File: src/rtl/adder_operand_loader_if.sv
// Handshake bundle between the beat stream, the operand loader and the adder.
// master: the environment (beat source + adder side); slave: the loader.
interface adder_operand_loader_if #(
    parameter int DATA_W = 100,
    parameter int BEAT_W = 10
);
    logic              in_flush;
    logic              in_valid;
    logic              in_ready;
    logic [BEAT_W-1:0] in_data;
    logic              in_cin;
    logic              out_valid;
    logic              out_ready;
    logic [DATA_W-1:0] A;
    logic [DATA_W-1:0] B;
    logic              Cin;

    modport master (
        output in_flush, in_valid, in_data, in_cin, out_ready,
        input  in_ready, out_valid, A, B, Cin
    );

    modport slave (
        input  in_flush, in_valid, in_data, in_cin, out_ready,
        output in_ready, out_valid, A, B, Cin
    );
endinterface

File: src/rtl/adder_operand_loader.sv
// Beat-serial operand loader: assembles A, B and Cin for the wide adder from a
// narrow valid/ready stream and holds them stable until the adder consumes them.
module adder_operand_loader #(
    parameter int DATA_W = 100,
    parameter int BEAT_W = 10,
    localparam int BEATS = DATA_W / BEAT_W
) (
    input logic                   clk,
    input logic                   rst_n,
    adder_operand_loader_if.slave bus
);
    if ((DATA_W != BEATS * BEAT_W) || (BEATS < 1) || (BEATS > 16)) begin : g_width_check
        $error("DATA_W must be an exact multiple of BEAT_W with 1..16 beats");
    end

    typedef enum logic [1:0] {
        LOAD_A,
        LOAD_B,
        HOLD
    } state_t;

    localparam logic [3:0] LAST = 4'(BEATS - 1);

    state_t            state;
    state_t            state_next;
    logic [3:0]        cnt;
    logic              in_ready;
    logic              accept;
    logic              last_beat;
    logic [DATA_W-1:0] a_q;
    logic [DATA_W-1:0] b_q;
    logic              cin_q;
    logic              out_valid_q;

    assign accept    = bus.in_valid && in_ready;
    assign last_beat = (cnt == LAST);

    assign bus.in_ready  = in_ready;
    assign bus.out_valid = out_valid_q;
    assign bus.A         = a_q;
    assign bus.B         = b_q;
    assign bus.Cin       = cin_q;

    always_ff @(posedge clk or negedge rst_n) begin
        if (!rst_n) begin
            state <= LOAD_A;
        end else begin
            state <= state_next;
        end
    end

    always_comb begin
        state_next = state;
        if (bus.in_flush) begin
            state_next = LOAD_A;
        end else begin
            unique case (state)
                LOAD_A: if (accept && last_beat) state_next = LOAD_B;
                LOAD_B: if (accept && last_beat) state_next = HOLD;
                HOLD:   if (out_valid_q && bus.out_ready) state_next = LOAD_A;
                default: state_next = LOAD_A;
            endcase
        end
    end

    // in_ready decodes state alone, so it never depends on in_valid or out_ready
    always_comb begin
        in_ready = (state != HOLD);
    end

    always_ff @(posedge clk or negedge rst_n) begin
        if (!rst_n) begin
            cnt         <= '0;
            a_q         <= '0;
            b_q         <= '0;
            cin_q       <= 1'b0;
            out_valid_q <= 1'b0;
        end else if (bus.in_flush) begin
            cnt         <= '0;
            a_q         <= '0;
            b_q         <= '0;
            cin_q       <= 1'b0;
            out_valid_q <= 1'b0;
        end else if (accept) begin
            cnt <= last_beat ? '0 : cnt + 4'd1;
            if (state == LOAD_A) begin
                a_q[cnt*BEAT_W +: BEAT_W] <= bus.in_data;
            end else begin
                b_q[cnt*BEAT_W +: BEAT_W] <= bus.in_data;
            end
            if ((state == LOAD_B) && last_beat) begin
                cin_q       <= bus.in_cin;
                out_valid_q <= 1'b1;
            end
        end else if ((state == HOLD) && out_valid_q && bus.out_ready) begin
            // operands are deliberately retained after the handshake
            out_valid_q <= 1'b0;
        end
    end
endmodule
File: src/flat_wrapper.sv
// flat-port wrapper written by rule: the top's interface ports become plain ports
module adder_operand_loader_flat 
#(
    parameter int DATA_W = 100,
    parameter int BEAT_W = 10,
    localparam int BEATS = DATA_W / BEAT_W
)
  (clk, rst_n, bus_in_flush, bus_in_valid, bus_in_data, bus_in_cin, bus_out_ready, bus_in_ready, bus_out_valid, bus_A, bus_B, bus_Cin);
  adder_operand_loader_if #(.DATA_W(DATA_W), .BEAT_W(BEAT_W)) bus_i ();
  input logic clk;
  input logic rst_n;
  input wire logic [$bits(bus_i.in_flush)-1:0] bus_in_flush;
  input wire logic [$bits(bus_i.in_valid)-1:0] bus_in_valid;
  input wire logic [$bits(bus_i.in_data)-1:0] bus_in_data;
  input wire logic [$bits(bus_i.in_cin)-1:0] bus_in_cin;
  input wire logic [$bits(bus_i.out_ready)-1:0] bus_out_ready;
  output wire logic [$bits(bus_i.in_ready)-1:0] bus_in_ready;
  output wire logic [$bits(bus_i.out_valid)-1:0] bus_out_valid;
  output wire logic [$bits(bus_i.A)-1:0] bus_A;
  output wire logic [$bits(bus_i.B)-1:0] bus_B;
  output wire logic [$bits(bus_i.Cin)-1:0] bus_Cin;
  assign bus_i.in_flush = bus_in_flush;
  assign bus_i.in_valid = bus_in_valid;
  assign bus_i.in_data = bus_in_data;
  assign bus_i.in_cin = bus_in_cin;
  assign bus_i.out_ready = bus_out_ready;
  assign bus_in_ready = bus_i.in_ready;
  assign bus_out_valid = bus_i.out_valid;
  assign bus_A = bus_i.A;
  assign bus_B = bus_i.B;
  assign bus_Cin = bus_i.Cin;
  adder_operand_loader #(.DATA_W(DATA_W), .BEAT_W(BEAT_W)) u_core (.clk(clk), .rst_n(rst_n), .bus(bus_i));
endmodule
File: config.mk
export PLATFORM = sky130hd
export DESIGN_NAME = adder_operand_loader_flat
export DESIGN_NICKNAME = d
export VERILOG_FILES = /design/src/rtl/adder_operand_loader_if.sv /design/src/rtl/adder_operand_loader.sv /design/src/flat_wrapper.sv
export SDC_FILE = /design/constraint.sdc
export NUM_CORES = 1
export LEC_CHECK = 0
export CAP_MARGIN = 20
export CELL_PAD_IN_SITES_DETAIL_PLACEMENT = 1
export CELL_PAD_IN_SITES_GLOBAL_PLACEMENT = 1
export CORE_UTILIZATION = 44
export DETAILED_ROUTE_END_ITERATION = 10
export PLACE_DENSITY_LB_ADDON = 0.1
export SLEW_MARGIN = 40
export SYNTH_ARGS = -nofsm -noshare
export SYNTH_HDL_FRONTEND = slang
export SYNTH_SLANG_ARGS = --single-unit
File: constraint.sdc
create_clock -name clk -period 8.6 [get_ports clk]
set_input_delay 1.29 -clock clk [delete_from_list [all_inputs] [get_ports clk]]
set_output_delay 1.29 -clock clk [all_outputs]
set_load 0.05 [all_outputs]
==> impl_metrics.env, run 1 <==
export IMPL_drt_vias_per_instance=6.13
export IMPL_path_clk_slew_ns=0.06
export IMPL_finalSetupTns_ns=0
export IMPL_power_total_uw=2600
export IMPL_netlist_area_um2=11800
export IMPL_ys_types=88
export IMPL_io_pins=219
export IMPL_setup_worst_path_start="u_core.cnt[1]"
export IMPL_area_growth_pct=28.1
export IMPL_drc_errors=32
export IMPL_port_buffers=218
export IMPL_core_rowCount=59
export IMPL_finClkSkew_ns=0.0112
export IMPL_worst_ep_required_time_ns=9.01
export IMPL_slew_violations=0
export IMPL_cap_violations=0
export IMPL_synthCells=1177
export IMPL_drive_gt1_share_pct=10.7
export IMPL_cts_buffer_depth=3
export IMPL_synthArstFlopShare_pct=100
export IMPL_relSlewSlack_pct=41.7
export IMPL_avgSynthCellArea_um2=10.0
export IMPL_grt_pass1_wl_um=69100
export IMPL_h_tree_depth=1
export IMPL_post_route_period_util_pct=65.6
export IMPL_antenna_found_initial=2
export IMPL_start_util_pct=45.0
export IMPL_drt_iter0_drc=772
export IMPL_worstSkewPairLatency_ns=0.54
export IMPL_worstPathArrival_ns=6.05
export IMPL_outcome="finished with violations"
export IMPL_die_w_um=166
export IMPL_syn_nets=1202
export IMPL_grt_pass1_vias=11100
export IMPL_dr_pass1_iters=7
export IMPL_worstSetupEndpointType="flop"
export IMPL_cts_root_buf="clkbuf_16"
export IMPL_rrSetupSlack_ns=2.96
export IMPL_hp_start="u_core.bus.A[9]"
export IMPL_layout_common_cells="clkdlybuf4s50_1, dfrtp_1, nor2_1"
export IMPL_r2r_start="u_core.cnt[1]"
export IMPL_hold_viol=0
export IMPL_irDropWorstVdd_mv=0.155
export IMPL_final_nets=1388
export IMPL_yosys_warnings=0
export IMPL_timing_final_ws_setup_ns=2.96
export IMPL_grt_max_degree=120
export IMPL_fmax_ghz=0.177
export IMPL_violations="DRC"
export IMPL_die_h_um=166
export IMPL_start_kind="flop"
export IMPL_core_area_um2=26200
export IMPL_cts_resized=0
export IMPL_worst_pin_slew_ns=0.870
export IMPL_overflow=0
export IMPL_min_period_ns=5.64
export IMPL_dp_hpwl_um=31500
export IMPL_finalSetupViolCount=0
export IMPL_powerDensity_nw_per_um2=172
export IMPL_grt_util_all_layers_pct=32.4
export IMPL_hold_path_class="flop to flop"
export IMPL_path_max_fanout=20
export IMPL_wire_per_inst_um=26.0
export IMPL_cts_sinks=208
export IMPL_yosys_register_bits=208
export IMPL_ant_nets=0
export IMPL_p_leak_uw=0.00661
export IMPL_ys_seq_area_share_pct=44.1
export IMPL_synth_edf_count=0
export IMPL_final_common_cell="clkdlybuf4s50_1"
export IMPL_postCtsSetupBuffers=0
export IMPL_num_vias=10500
export IMPL_rsz0062_at_grt="false"
export IMPL_postCtsHoldBufs=0
export IMPL_place_congestion=0.973
export IMPL_drt_wl_total_um=44600
export IMPL_critPathKind="flop to flop"
export IMPL_die_area_um2=27500
export IMPL_synth_main_ff_cell="dfrtp_1"
export IMPL_place_ws_ns=2.99
export IMPL_cts_buffers=24
export IMPL_fillCellCount=2921
export IMPL_cts_tree="done"
[critical path: stages, from the launching register on]
cell	delay, ns
dfrtp_1	0.78
ha_1	0.36
ha_2	0.21
fa_2	0.84
or2_1	0.55
nor3_1	0.13
ha_1	0.66
inv_2	0.25
nor4_1	0.48
nor2_1	0.19
nor2_1	0.47
and2_1	0.25
mux2_2	0.34
[through the flow]
step	util [%]	hold WS, ns	instance area [um^2]	cells
final	57.7	0.490	15100	1715
after global routing	57.7	0.518	15100	1714
after CTS	57.6	0.498	15100	1713
after detailed placement	54.5	0.484	14300	1671
after global placement	54.3	0.476	14200	1669
after floorplan	-	0.491	11800	1177
[final cells by class]
type                       count  area [um^2]  area share (%)
antenna                        1         2.50          0.0166
clock inverter                 9          114           0.753
timing repair buffer         241         2380            15.7
inverter                       6         22.5           0.149
multi-input combinational    882         6290            41.6
sequential                   208         5200            34.4
clock buffer                  33          684            4.53
tap                          335          419            2.77
[synth_stat cells, types with 5 or more instances]
master	instances	share of area, %
mux2i_1	149	13
o21ai_0	19	0.81
a21oi_1	44	1.9
nand3_1	58	2.5
buf_2	25	1.1
a31oi_1	10	0.53
buf_4	6	0.38
o21bai_1	6	0.38
and2_1	13	0.69
dfrtp_1	208	44
nor4_1	8	0.42
a32oi_1	7	0.52
nor3_1	26	1.1
or3_1	12	0.64
a211oi_1	19	1.2
nor2b_1	27	1.4
mux2_2	31	3.0
and3_1	17	0.90
ha_1	8	0.85
nand2b_1	62	3.3
a22oi_1	5	0.32
nand4_1	9	0.48
nand2_1	50	1.6
o22ai_1	8	0.42
or2_2	6	0.32
mux2_1	5	0.48
a32o_1	18	1.5
clkbuf_1	46	1.5
nor2_1	153	4.9
a22o_1	10	0.74
a21o_1	7	0.45
xnor2_1	5	0.37
[cells by family after synthesis]
family | Yosys count | share of synthesized area (%)
flip-flops | 208 | 44.1
AO/OA/AOI/OAI | 203 | 13.3
multiplexers | 185 | 16.1
XOR/XNOR | 10 | 1.09
buffers and inverters | 87 | 3.29
adder cells (fa/ha/maj) | 9 | 1.02
AND/OR/NAND/NOR | 475 | 21.1
[path summary, 6_finish.rpt]
path | endpoint | cells after the start
max | u_core.bus.A[56] | 12
min | u_core.bus.A[9] | 1
min reg2reg | u_core.bus.A[9] | 1
max in group asynchronous | u_core.bus.B[39] | 2
min in group asynchronous | u_core.bus.A[6] | 1
max reg2reg | u_core.bus.A[56] | 12
[registers in the layout, indices dropped and copies added (netlist names)]
register,cells
u_core.bus.A,100
u_core.bus.Cin,1
u_core.cnt,4
u_core.bus.out_valid,1
u_core.state,2
u_core.bus.B,100
[metal layers]
layer	vias up	share of wire, %	global-route usage (%)
met5	-	0	0
li1	4620	-	-
met2	426	48	54.3
met3	85	7.4	7.10
met4	0	3.4	12.1
met1	5386	41	41.1
[where the power goes]
part / internal, uW / switching (uW) / leakage (uW)
sequential: 981 / 3.53 / 0.00291
combinational: 147 / 430 / 0.00331
clock: 616 / 427 / 0.000396
No activity file was read; power rests on OpenSTA's default activity.
==> run 2, diff against run 1 <==
Settings changed: CORE_UTILIZATION 44 to 41.
Clock period 8.6 ns to 5.54 ns, I/O delays scaled along.
==> run 2 against run 1 <==
The run now ends clean; global-route usage shrank 1.1 points; via count grew 0.27%; non-clock buffer count grew 19; clock skew grew 0.0050 ns; core utilization shrank 3.1 points; critical path depth is the same; worst hold slack lost 0.29 ns; clock-buffer cell count grew 4; setup slack lost 2.0 ns; critical endpoint is now u_core.bus.B[38].
==> impl_metrics.env, run 2 (synthesis results as in run 1) <==
export IMPL_outcome="completed"
export IMPL_seq_power_share_pct=37.3
export IMPL_dr_pass1_iters=5
export IMPL_placed_area_um2=14500
export IMPL_drive_gt1_share_pct=11.3
export IMPL_cap_violations=0
export IMPL_grt_pass1_wl_um=69400
export IMPL_die_area_um2=29500
export IMPL_ant_nets=0
export IMPL_cp_slowest_stage_delay_ns=0.72
export IMPL_relSlewSlack_pct=40.7
export IMPL_finalSetupViolCount=0
export IMPL_worst_ep_required_time_ns=5.91
export IMPL_p_comb_share_pct=23.1
export IMPL_holdWs_ns=0.198
export IMPL_grt_max_degree=140
export IMPL_cts_tree="done"
export IMPL_design_area_um2=15300
export IMPL_postCtsHoldBufs=0
export IMPL_cts_buffer_depth=3
export IMPL_power_total_uw=4090
export IMPL_port_buffers=218
export IMPL_slew_violations=0
export IMPL_drt_wl_total_um=45700
export IMPL_fin_util_pct=54.6
export IMPL_h_tree_depth=1
export IMPL_area_growth_pct=29.6
export IMPL_overflow=0
export IMPL_crit_top_cell="ha_1"
export IMPL_critPathKind="flop to flop"
export IMPL_irDropWorstVdd_mv=0.202
export IMPL_min_period_ns=4.61
export IMPL_hold_path_class="input pin to async pin"
export IMPL_dp_hpwl_um=32700
export IMPL_cts_buffers=25
export IMPL_antenna_found_initial=2
export IMPL_io_pins=219
export IMPL_p_leak_uw=0.00669
export IMPL_wire_per_inst_um=25.7
export IMPL_n_antenna_cell=0
export IMPL_worstPathArrival_ns=4.98
export IMPL_layout_common_cells="clkdlybuf4s50_1, dfrtp_1, nor2_1"
export IMPL_sw_frac_of_total_pct=33.0
export IMPL_drt_iter0_drc=830
export IMPL_critical_path_top_delay_family="adder cells"
export IMPL_drt_vias_per_instance=5.93
export IMPL_finClkSkew_ns=0.0162
export IMPL_cts_resized=0
export IMPL_postCtsSetupBuffers=0
export IMPL_clkPwrFrac_pct=39.6
export IMPL_core_area_um2=28000
export IMPL_hold_viol=0
export IMPL_p_sw_uw=1350
export IMPL_grt_util_all_layers_pct=31.4
export IMPL_start_kind="flop"
export IMPL_cts_sinks=208
export IMPL_final_common_cell="clkdlybuf4s50_1"
export IMPL_path_depth=12
export IMPL_die_h_um=172
export IMPL_rsz0062_at_grt="false"
export IMPL_fmax_ghz=0.217
export IMPL_r2r_cells=12
export IMPL_num_vias=10500
export IMPL_path_clk_slew_ns=0.07
export IMPL_cts_root_buf="clkbuf_16"
export IMPL_grt_pass1_vias=11100
export IMPL_die_w_um=172
export IMPL_fillCellCount=3078
export IMPL_path_max_fanout=12
export IMPL_core_rowCount=61
export IMPL_start_util_pct=42.1
export IMPL_finalSetupTns_ns=0
export IMPL_place_congestion=0.968
export IMPL_crit_buf_inv=1
export IMPL_worstSetupEndpointType="flop"
export IMPL_final_nets=1408
export IMPL_worst_pin_slew_ns=0.890
export IMPL_post_route_period_util_pct=83.3
export IMPL_powerDensity_nw_per_um2=267
export IMPL_intPower_uw=2740
export IMPL_cpMaxStageDelayCell="dfrtp_1"
export IMPL_crit_chain="ha_1, ha_1, fa_1, or2_1, nor3_1, ha_1, inv_2, nor4_1, a2bb2oi_1, nand4_1, mux2i_1, nor2_1"
export IMPL_drc_errors=0
export IMPL_worstSkewPairLatency_ns=0.54
-- run 2: area by class of cell --
type / count / area [um^2] / share of cell area, %
multi-input combinational: 882 / 6270 / 41.0
sequential: 208 / 5200 / 34.0
timing repair buffer: 260 / 2530 / 16.6
clock buffer: 37 / 701 / 4.58
tap: 378 / 473 / 3.09
clock inverter: 6 / 86.3 / 0.565
inverter: 6 / 22.5 / 0.147
-- run 2: metrics by stage --
step | setup WS (ns) | instances
after detailed placement | 1.04 | 1734
after CTS | 1.01 | 1777
after global placement | 1.21 | 1732
after global routing | 0.743 | 1777
after floorplan | 1.87 | 1177
final | 0.928 | 1777
-- run 2: routing by layer --
layer	share of wire (%)	up-vias	global-route usage, %	routed length [um]
li1	-	4661	-	-
met3	7.4	121	6.42	3400
met4	4.2	0	12.5	1910
met5	0	-	0.174	0
met1	42	5356	40.9	19200
met2	46	407	50.8	21200
-- run 2: path summary, 6_finish.rpt --
| kind | start | end | slack, ns |
|---|---|---|---|
| max in group asynchronous | rst_n | u_core.bus.A[67] | 4.35 |
| setup / recovery | u_core.cnt[3] | u_core.bus.B[38] | 0.93 |
| min in group clk | u_core.bus.A[9] | u_core.bus.A[9] | 0.49 |
| hold reg to reg | u_core.bus.A[9] | u_core.bus.A[9] | 0.49 |
| hold / removal | rst_n | u_core.bus.A[69] | 0.20 |
| setup reg to reg | u_core.cnt[3] | u_core.bus.B[38] | 0.93 |
-- run 2: power by group through the flow --
stage                     Clock, uW  Sequential [uW]  Combinational, uW
after floorplan                   0             1560                525
after global placement            0             1550                894
after detailed placement          0             1550                918
after CTS                      1640             1530                924
final                          1620             1530                945
after global routing           1690             1530                986
==> run 3, diff against run 2 <==
Clock period 5.54 ns to 4.35 ns, I/O delays scaled along.
==> run 3 against run 2 <==
Combinational power is 28% higher; worst hold slack worse by 0.034 ns; critical endpoint is now u_core.bus.A[56]; final area is 1.2% higher; critical path type unchanged; die area stayed put; largest power group unchanged; core utilization is 0.67 points higher; sequential share of layout area is 0.42 points lower.
==> impl_metrics.env, run 3 (synthesis results as in run 1) <==
export IMPL_grt_pass1_wl_um=68900
export IMPL_drt_wl_total_um=45400
export IMPL_dr_pass1_iters=5
export IMPL_drc_errors=0
export IMPL_path_clk_slew_ns=0.06
export IMPL_port_buffers=218
export IMPL_dp_hpwl_um=32500
export IMPL_critical_path_top_delay_family="adder cells"
export IMPL_postCtsHoldBufs=0
export IMPL_area_growth_pct=31.2
export IMPL_die_area_um2=29500
export IMPL_r2r_cells=12
export IMPL_outcome="completed"
export IMPL_hold_path_class="input pin to async pin"
export IMPL_worstPathArrival_ns=4.49
export IMPL_path_depth=12
export IMPL_finalSetupViolCount=0
export IMPL_wire_per_inst_um=25.4
export IMPL_worstSetupEndpointType="flop"
export IMPL_antenna_found_initial=0
export IMPL_worst_pin_slew_ns=0.823
export IMPL_die_w_um=172
export IMPL_hold_viol=0
export IMPL_rsz0062_at_grt="false"
export IMPL_start_util_pct=42.1
export IMPL_core_rowCount=61
export IMPL_crit_chain="ha_1, ha_1, fa_1, xor2_4, nor3_1, ha_1, inv_2, nor4_1, nor2_1, nor2_1, and2_1, mux2_2"
export IMPL_r2r_start="u_core.cnt[1]"
export IMPL_setup_worst_path_start="u_core.cnt[1]"
export IMPL_endpoint="u_core.bus.A[56]"
export IMPL_p_leak_uw=0.00681
export IMPL_layout_common_cells="clkdlybuf4s50_1, dfrtp_1, nor2_1"
export IMPL_crit_top_cell="ha_1"
export IMPL_cts_sinks=208
export IMPL_overflow=0
export IMPL_cts_root_buf="clkbuf_16"
export IMPL_rrSetupSlack_ns=0.27
export IMPL_drt_iter0_drc=743
export IMPL_finClkSkew_ns=0.0105
export IMPL_critPathKind="flop to flop"
export IMPL_final_common_cell="clkdlybuf4s50_1"
export IMPL_num_vias=10600
export IMPL_cts_resized=0
export IMPL_cts_buffer_depth=3
export IMPL_crit_buf_inv=1
export IMPL_core_area_um2=28000
export IMPL_r2r_end="u_core.bus.A[56]"
export IMPL_grt_pass1_vias=11200
export IMPL_grt_max_degree=135
export IMPL_drt_vias_per_instance=5.95
export IMPL_cap_violations=0
export IMPL_n_antenna_cell=0
export IMPL_final_nets=1417
export IMPL_powerDensity_nw_per_um2=350
export IMPL_start_kind="flop"
export IMPL_h_tree_depth=1
export IMPL_cts_tree="done"
export IMPL_fmax_ghz=0.245
export IMPL_drive_gt1_share_pct=12.8
export IMPL_cp_slowest_stage_delay_ns=0.49
export IMPL_grt_util_all_layers_pct=31.0
export IMPL_die_h_um=172
export IMPL_post_route_period_util_pct=93.9
export IMPL_cpMaxStageDelayCell="fa_1"
export IMPL_cts_buffers=24
export IMPL_worstSkewPairLatency_ns=0.53
export IMPL_place_congestion=0.961
export IMPL_ant_nets=0
export IMPL_worst_ep_required_time_ns=4.75
export IMPL_fillCellCount=3045
export IMPL_path_max_fanout=10
export IMPL_relSlewSlack_pct=45.1
export IMPL_slew_violations=0
export IMPL_io_pins=219
export IMPL_holdWs_ns=0.164
export IMPL_min_period_ns=4.08
export IMPL_irDropWorstVdd_mv=0.336
export IMPL_finalSetupTns_ns=0
-- run 3: layout make-up --
cell class / count / area, um^2 / share of cell area, %
Clock buffer: 35 / 743 / 4.80
Clock inverter: 9 / 151 / 0.978
Inverter: 6 / 22.5 / 0.145
Multi-Input combinational cell: 882 / 6280 / 40.6
Sequential cell: 208 / 5200 / 33.6
Tap cell: 378 / 473 / 3.06
Timing Repair Buffer: 270 / 2610 / 16.8
-- run 3: power by group --
| part | total [uW] | internal, uW | switching [uW] |
|---|---|---|---|
| Combinational | 1210 | 330 | 879 |
| Clock | 2260 | 1420 | 840 |
| Sequential | 1940 | 1940 | 3.54 |
-- run 3: worst reg2reg max path, stage by stage, from the launching register on --
cell and delay (ns):
dfrtp_1 0.38, ha_1 0.31, ha_1 0.23, fa_1 0.49, xor2_4 0.38, nor3_1 0.11
ha_1 0.49, inv_2 0.20, nor4_1 0.41, nor2_1 0.19, nor2_1 0.24, and2_1 0.21
mux2_2 0.34
-- run 3: layer usage --
| layer | global-route usage [%] | vias to the layer above | wire [um] |
|---|---|---|---|
| met5 | 0 | - | 0 |
| met4 | 13.0 | 0 | 1870 |
| met3 | 7.89 | 124 | 3970 |
| met2 | 50.4 | 423 | 21300 |
| met1 | 39.1 | 5419 | 18200 |
| li1 | - | 4679 | - |
-- run 3: metrics by stage --
| stage | cells | total power, uW | utilization, % | setup slack, ns | instance area, um^2 |
|---|---|---|---|---|---|
| floorplan | 1177 | 2660 | - | 0.678 | 11800 |
| global placement | 1744 | 3130 | 51.9 | 0.406 | 14500 |
| detailed placement | 1744 | 3150 | 52.0 | 0.296 | 14600 |
| CTS | 1788 | 5410 | 55.2 | 0.281 | 15500 |
| global route | 1788 | 5570 | 55.3 | 0.0254 | 15500 |
| finish | 1788 | 5410 | 55.3 | 0.267 | 15500 |
-- run 3: what timing repair did --
| item | CTS | global route |
|---|---|---|
| setup endpoints to repair | 0 | 4 |
| endpoints found under the hold margin | 0 | 0 |
| setup buffers | 0 | 0 |
-- run 3: how the worst min path moves through the flow --
stage	startpoint	endpoint	slack, ns	cells past startpoint
2_1_floorplan	rst_n	u_core.bus.A[0]	0.36	0
3_3_place_gp	u_core.bus.A[97]	u_core.bus.A[97]	0.47	1
3_5_place_dp	u_core.bus.B[8]	u_core.bus.B[8]	0.48	1
4_1_cts	rst_n	u_core.bus.B[5]	0.20	1
5_1_grt	rst_n	u_core.bus.A[57]	0.24	1
6_report	rst_n	u_core.bus.B[41]	0.16	1
